`config.mk`:
```
export PLATFORM = sky130hd
export DESIGN_NAME = hub75_bcm_scanner
export DESIGN_NICKNAME = d
export VERILOG_FILES = /design/src/rtl/hub75_bcm_scanner.sv
export SDC_FILE = /design/constraint.sdc
export NUM_CORES = 1
export LEC_CHECK = 0
export CORE_UTILIZATION = 25
export CTS_CLUSTER_DIAMETER = 100
export DETAILED_ROUTE_END_ITERATION = 7
export DONT_BUFFER_PORTS = 1
export HOLD_SLACK_MARGIN = 0.06
export PLACE_DENSITY = 0.47
export SYNTH_ARGS = -nofsm -noshare
export SYNTH_HDL_FRONTEND = slang
export SYNTH_SLANG_ARGS = --single-unit
```
`constraint.sdc`:
```
create_clock -name clk -period 4.2 [get_ports clk]
set_input_delay 0.42 -clock clk [delete_from_list [all_inputs] [get_ports clk]]
set_output_delay 0.42 -clock clk [all_outputs]
set_load 0.005 [all_outputs]
```
`src/rtl/hub75_bcm_scanner.sv`:
```
// -----------------------------------------------------------------------------
// hub75_bcm_scanner
//   Scans a HUB75 LED panel from an external dual-row framebuffer using
//   binary-coded modulation (one bit plane per pass) with a global
//   brightness scale applied to each plane's display window.
//
//   Per row pair and bit plane:
//     PREFETCH (2) -> SHIFT (COLS columns of 2*CLK_DIV cycles) -> BLANK (1)
//     -> LATCH (LAT_W) -> DISPLAY (BASE_T << plane)
//
// Ports
//   clk, rst        system clock, asynchronous active-low reset
//   enable          run scanning (sampled in IDLE and on a frame's last cycle)
//   brightness      on-time scale for OE, 0 keeps the panel dark
//   fb_rd, fb_addr  framebuffer read strobe and {row, col} address
//   fb_data         {b2,g2,r2,b1,g1,r1}, BPP bits each, valid 1 cycle after fb_rd
//   r1..b2          panel colour data
//   addr            panel row select
//   sclk, lat, oe_n panel shift clock, latch, active-low output enable
//   frame_done      one-cycle pulse on the final DISPLAY cycle of a frame
//   busy            high whenever the scanner is not idle
// -----------------------------------------------------------------------------
module hub75_bcm_scanner #(
    parameter int COLS      = 64,
    parameter int ROW_PAIRS = 16,
    parameter int ROW_W     = 4,
    parameter int COL_W     = 6,
    parameter int BPP       = 4,
    parameter int CLK_DIV   = 2,
    parameter int BASE_T    = 256,
    parameter int LAT_W     = 1
) (
    input  logic                   clk,
    input  logic                   rst,
    input  logic                   enable,
    input  logic [7:0]             brightness,
    output logic                   fb_rd,
    output logic [ROW_W+COL_W-1:0] fb_addr,
    input  logic [6*BPP-1:0]       fb_data,
    output logic                   r1,
    output logic                   g1,
    output logic                   b1,
    output logic                   r2,
    output logic                   g2,
    output logic                   b2,
    output logic [ROW_W-1:0]       addr,
    output logic                   sclk,
    output logic                   lat,
    output logic                   oe_n,
    output logic                   frame_done,
    output logic                   busy
);

    localparam int PH_W = $clog2(2 * CLK_DIV);
    localparam int PL_W = (BPP > 1) ? $clog2(BPP) : 1;
    localparam int LC_W = (LAT_W > 1) ? $clog2(LAT_W) : 1;
    // Longest window is BASE_T << (BPP-1); the counter must also hold that length.
    localparam int D_W  = $clog2((BASE_T << (BPP - 1)) + 1);

    typedef enum logic [2:0] {
        ST_IDLE     = 3'd0,
        ST_PREFETCH = 3'd1,
        ST_SHIFT    = 3'd2,
        ST_BLANK    = 3'd3,
        ST_LATCH    = 3'd4,
        ST_DISPLAY  = 3'd5
    } state_t;

    state_t            state_r;
    logic [ROW_W-1:0]  row_r;
    logic [PL_W-1:0]   plane_r;
    logic [COL_W-1:0]  col_r;
    logic [PH_W-1:0]   ph_r;
    logic              pf_r;
    logic [LC_W-1:0]   lc_r;
    logic [D_W-1:0]    d_r;
    logic [7:0]        bright_r;

    logic [PH_W-1:0]   ph_next_s;
    logic [D_W-1:0]    d_next_s;
    logic [D_W-1:0]    win_last_s;
    logic              last_plane_s;
    logic              last_seg_s;
    logic [PL_W-1:0]   next_plane_s;
    logic [ROW_W-1:0]  next_row_s;

    // Selects bit[pl] of each of the six colour fields, packed {b2,g2,r2,b1,g1,r1}.
    function automatic logic [5:0] plane_bits(input logic [6*BPP-1:0] data,
                                              input logic [PL_W-1:0]  pl);
        logic [5:0] bits;
        bits = 6'd0;
        for (int f = 0; f < 6; f++) begin
            bits[f] = data[f*BPP + int'(pl)];
        end
        return bits;
    endfunction

    // OE is on while the plane-scaled display count is below the sampled brightness.
    function automatic logic oe_on(input logic [D_W-1:0]  d,
                                   input logic [PL_W-1:0] pl,
                                   input logic [7:0]      br);
        return (32'(d >> pl) < 32'(br));
    endfunction

    assign ph_next_s    = ph_r + PH_W'(1);
    assign d_next_s     = d_r + D_W'(1);
    assign win_last_s   = (D_W'(BASE_T) << plane_r) - D_W'(1);
    assign last_plane_s = (plane_r == PL_W'(BPP - 1));
    assign last_seg_s   = last_plane_s && (row_r == ROW_W'(ROW_PAIRS - 1));
    assign next_plane_s = last_plane_s ? PL_W'(0) : (plane_r + PL_W'(1));
    // Row address wraps naturally because ROW_PAIRS is a power of two.
    assign next_row_s   = last_plane_s ? (row_r + ROW_W'(1)) : row_r;

    // Scan FSM; every output is registered and set for the cycle that follows.
    always_ff @(posedge clk or negedge rst) begin
        if (!rst) begin
            state_r    <= ST_IDLE;
            row_r      <= ROW_W'(0);
            plane_r    <= PL_W'(0);
            col_r      <= COL_W'(0);
            ph_r       <= PH_W'(0);
            pf_r       <= 1'b0;
            lc_r       <= LC_W'(0);
            d_r        <= D_W'(0);
            bright_r   <= 8'd0;
            fb_rd      <= 1'b0;
            fb_addr    <= (ROW_W + COL_W)'(0);
            {b2, g2, r2, b1, g1, r1} <= 6'd0;
            addr       <= ROW_W'(0);
            sclk       <= 1'b0;
            lat        <= 1'b0;
            oe_n       <= 1'b1;
            frame_done <= 1'b0;
            busy       <= 1'b0;
        end else begin
            case (state_r)
                ST_IDLE: begin
                    sclk       <= 1'b0;
                    lat        <= 1'b0;
                    oe_n       <= 1'b1;
                    frame_done <= 1'b0;
                    if (enable) begin
                        state_r <= ST_PREFETCH;
                        busy    <= 1'b1;
                        row_r   <= ROW_W'(0);
                        plane_r <= PL_W'(0);
                        pf_r    <= 1'b0;
                        fb_rd   <= 1'b1;
                        fb_addr <= {ROW_W'(0), COL_W'(0)};
                    end else begin
                        busy    <= 1'b0;
                        fb_rd   <= 1'b0;
                    end
                end
                ST_PREFETCH: begin
                    if (!pf_r) begin
                        pf_r  <= 1'b1;
                        fb_rd <= 1'b0;
                    end else begin
                        // Column 0 data returned this cycle; the shift begins next.
                        state_r <= ST_SHIFT;
                        col_r   <= COL_W'(0);
                        ph_r    <= PH_W'(0);
                        sclk    <= 1'b0;
                        {b2, g2, r2, b1, g1, r1} <= plane_bits(fb_data, plane_r);
                        // With a 2-cycle column the next read coincides with the column start.
                        if (CLK_DIV == 1) begin
                            fb_rd   <= 1'b1;
                            fb_addr <= {row_r, COL_W'(1)};
                        end else begin
                            fb_rd   <= 1'b0;
                        end
                    end
                end
                ST_SHIFT: begin
                    if (ph_r == PH_W'(2 * CLK_DIV - 1)) begin
                        sclk <= 1'b0;
                        if (col_r == COL_W'(COLS - 1)) begin
                            state_r <= ST_BLANK;
                            fb_rd   <= 1'b0;
                        end else begin
                            col_r <= col_r + COL_W'(1);
                            ph_r  <= PH_W'(0);
                            {b2, g2, r2, b1, g1, r1} <= plane_bits(fb_data, plane_r);
                            if ((CLK_DIV == 1) && (col_r != COL_W'(COLS - 2))) begin
                                fb_rd   <= 1'b1;
                                fb_addr <= {row_r, col_r + COL_W'(2)};
                            end else begin
                                fb_rd   <= 1'b0;
                            end
                        end
                    end else begin
                        ph_r <= ph_next_s;
                        sclk <= (ph_next_s >= PH_W'(CLK_DIV));
                        // Read for the next column two cycles before that column starts.
                        if ((ph_next_s == PH_W'(2 * CLK_DIV - 2)) && (col_r != COL_W'(COLS - 1))) begin
                            fb_rd   <= 1'b1;
                            fb_addr <= {row_r, col_r + COL_W'(1)};
                        end else begin
                            fb_rd   <= 1'b0;
                        end
                    end
                end
                ST_BLANK: begin
                    state_r <= ST_LATCH;
                    sclk    <= 1'b0;
                    fb_rd   <= 1'b0;
                    oe_n    <= 1'b1;
                    lat     <= 1'b1;
                    addr    <= row_r;
                    lc_r    <= LC_W'(0);
                end
                ST_LATCH: begin
                    if (lc_r == LC_W'(LAT_W - 1)) begin
                        state_r    <= ST_DISPLAY;
                        lat        <= 1'b0;
                        d_r        <= D_W'(0);
                        bright_r   <= brightness;
                        oe_n       <= (brightness == 8'd0);
                        frame_done <= last_seg_s && (win_last_s == D_W'(0));
                    end else begin
                        lc_r <= lc_r + LC_W'(1);
                    end
                end
                ST_DISPLAY: begin
                    if (d_r == win_last_s) begin
                        oe_n       <= 1'b1;
                        frame_done <= 1'b0;
                        plane_r    <= next_plane_s;
                        row_r      <= next_row_s;
                        if (last_seg_s && !enable) begin
                            state_r <= ST_IDLE;
                            busy    <= 1'b0;
                            fb_rd   <= 1'b0;
                        end else begin
                            state_r <= ST_PREFETCH;
                            pf_r    <= 1'b0;
                            fb_rd   <= 1'b1;
                            fb_addr <= {next_row_s, COL_W'(0)};
                        end
                    end else begin
                        d_r        <= d_next_s;
                        oe_n       <= !oe_on(d_next_s, plane_r, bright_r);
                        frame_done <= last_seg_s && (d_next_s == win_last_s);
                    end
                end
                default: begin
                    state_r    <= ST_IDLE;
                    busy       <= 1'b0;
                    fb_rd      <= 1'b0;
                    sclk       <= 1'b0;
                    lat        <= 1'b0;
                    oe_n       <= 1'b1;
                    frame_done <= 1'b0;
                end
            endcase
        end
    end

endmodule

```
==> metrics <==
total track usage=0.123; dpl cell area=4270 um^2; critical path type=reg2reg; Post-Synth Adder-Cell Area=0.0519; CP peak stage delay=440 ps; Synth cell types=62; Syn Inst Count=442; ordered cell list for the critical path=ha_1, nand3_1, or2_0, xor2_1, nand2_1, o21ai_0, o21ai_0, ha_1, a21o_1, a21oi_1, nor2b_1, a2111oi_0, o2111ai_1, a21o_1; vias in the first global route=3048; fin area=4660 um^2; grt ovf=0; mux share of post-synthesis cell area=0.110; global placement routability congestion=0.788; pin count of the biggest net entering global routing=65; f_max=282 MHz; synthesized area=4100 um^2; slowest CP cell=dfrtp_1; CTS Root Cell=clkbuf_16; CTS H-tree depth=3; CTS Buffer Depth=2; # diodes=0; Routed Antenna Nets=0; starting density of the core=0.257; commonest cells after routing, fill and taps aside=63 x dfrtp_1, 44 x o21ai_0, 42 x nand2_1; Post-synth top flop=dfrtp_1; Yosys top cell by area=dfrtp_1; clock sinks=64; final wirelength=9900 um; core outline area=15900 um^2; compound-cell area share of the yosys netlist=0.185; Power Dens Cells=332 nW/um^2; port bufs=0; CP max FO=10; fin. max-slew vios=0; CTS tree=built; die height=130 um; row count=46; Max Cap Viol=0; Setup Buffers After CTS=0; clock period minus worst slack=3540 ps; Post-Syn Nets=494; Startpoint Class=register; Clk Latency, worst-skew pair=330 ps; unrepaired setup endpoints after global routing=false; area delta synth->final=13.7%; DR WL/cell=15.2 um; Worst IR Drop VDD=0.164 mV; die area=16900 um^2; status=completed; synth warn=0; CTS Buf Count=9; final setup TNS=0 ps; period utilisation layout=0.843; layout cells sized above 1=0.133; Yosys top cell area share=0.384; routed via count=3181; Setup Viol. Count Final=0; Worst Path Arrival=3810 ps; worst slew pin tran=754 ps; first-pass GRT wire length=15900 um; Post-Synth Simple-Gate Area=0.169; DRT iter0 DRCs=151; Clock transition at path regs=60 ps; DRC=0; largest family of logic cells by synthesized area=compound AO/OA/AOI/OAI gates; Final Skew=5.50 ps; xor and xnor area share after synthesis=0.0424; Initial DRT Pass Iterations=4; Post-Syn Area per Cell=9.28 um^2; post-synthesis sequential area ratio=0.391; Hold Crit Class=in2reg; max_slew headroom=0.496; Post-synth EDFFs=0; DR vias/cell=4.87; Final Hold Viols=0; Seq cells post-synth=64; Resized cells post-CTS=0; largest cells by area after synthesis=dfrtp_1 38%, mux2_2 6.0%, o21ai_0 5.4%, ha_1 5.2%, nand2_1 3.8%; hpwl dp=7200 um; Post-synth ARST share=1.00; CP endpoint kind=register; CP required=4470 ps; Die W=130 um; Leak=1.99 nW; initial antenna violation count=0; commonest non-fill, non-tap cell in the layout=dfrtp_1; number of I/O pins=61; NumNets Final=484
-- critical path, delay by kind of cell, from the launching register on --
kind / cells / cell delay (ps)
AND/OR/NAND/NOR: 4 / 690
AO/OA/AOI/OAI: 7 / 1240
flip-flops: 1 / 440
XOR/XNOR: 1 / 380
adder cells (fa/ha/maj): 2 / 710
-- layer usage --
layer	global-route usage	up-vias	wire, um	share of wire
met5	0	-	0	0
met4	0.0499	0	159	0.016
met3	0.0381	12	629	0.064
met2	0.190	73	4580	0.46
li1	-	1582	-	-
met1	0.159	1514	4530	0.46
-- per-stage QoR --
stage          hold WS (ps)  setup slack [ps]  cells  total power, mW  utilization
3_5_place_dp            127               688    635            0.657        0.268
3_3_place_gp            127               773    635            0.656        0.268
6_report                236               658    653             1.55        0.292
2_1_floorplan           124              1190    442            0.653            -
4_1_cts                 223               655    653             1.58        0.292
5_1_grt                 224               371    653             1.61        0.292
-- layout make-up --
| class | count | area [um^2] |
|---|---|---|
| clock buffer | 10 | 239 |
| clock inverter | 6 | 115 |
| fill | 1687 | 11300 |
| inverter | 18 | 67.6 |
| multi-input combinational | 332 | 2290 |
| sequential | 64 | 1600 |
| tap | 216 | 270 |
| timing repair buffer | 7 | 75.1 |
-- flip-flops by register name, indices dropped and copies added (netlist names) --
register    flops
sclk            1
col_r           6
row_r           4
d_r            12
lat             1
g2              1
fb_rd           1
ph_r            2
b1              1
busy            1
state_r         3
r2              1
b2              1
frame_done      1
g1              1
r1              1
fb_addr        10
plane_r         2
bright_r        8
oe_n            1
addr            4
pf_r            1
-- logic make-up (layout without fill, tap and decap cells) --
kind of cell | after synthesis | count (layout)
and+or+nand+nor | 143 | 143
AOI/OAI and AO/OA | 118 | 118
DFF | 64 | 64
buffers and inverters | 46 | 41
muxes | 35 | 35
xor gates and xnor gates | 19 | 19
adders and majority gates | 17 | 17
-- cells in the mapped netlist (10+ instances only) --
library cell and number:
mux2_2 22, a21oi_1 20, nand3_1 14, xor2_1 10
clkbuf_1 15, o21ai_0 44, ha_1 17, inv_1 17
o31ai_1 14, nor2_1 35, nand2_1 42, dfrtp_1 63
-- path summary, 6_finish.rpt --
path	startpoint	end	slack [ps]	cells past startpoint
max in group asynchronous	rst	oe_n$_DFFE_PN1P_	3260	2
hold / removal	brightness[7]	bright_r[7]$_DFFE_PN0P_	240	1
setup / recovery	d_r[0]$_DFFE_PN0P_	oe_n$_DFFE_PN1P_	660	14
hold reg to reg	fb_addr[9]$_DFFE_PN0P_	fb_addr[9]$_DFFE_PN0P_	510	2
setup reg to reg	d_r[0]$_DFFE_PN0P_	oe_n$_DFFE_PN1P_	660	14
min in group asynchronous	rst	fb_rd$_DFFE_PN0P_	620	2
-- power breakdown --
group	total [mW]	switching [mW]	leakage [nW]	internal, mW
Clock	0.887	0.289	0.169	0.599
Combinational	0.0331	0.0183	1.02	0.0149
Sequential	0.628	0.00420	0.799	0.624
Total	1.55	0.311	1.99	1.24
-- what timing repair did --
item	in CTS	in global routing
endpoints found under the setup margin	0	0
hold buffers	2	0
hold endpoints to repair	64	0
Power figures use the tool's default switching activity.
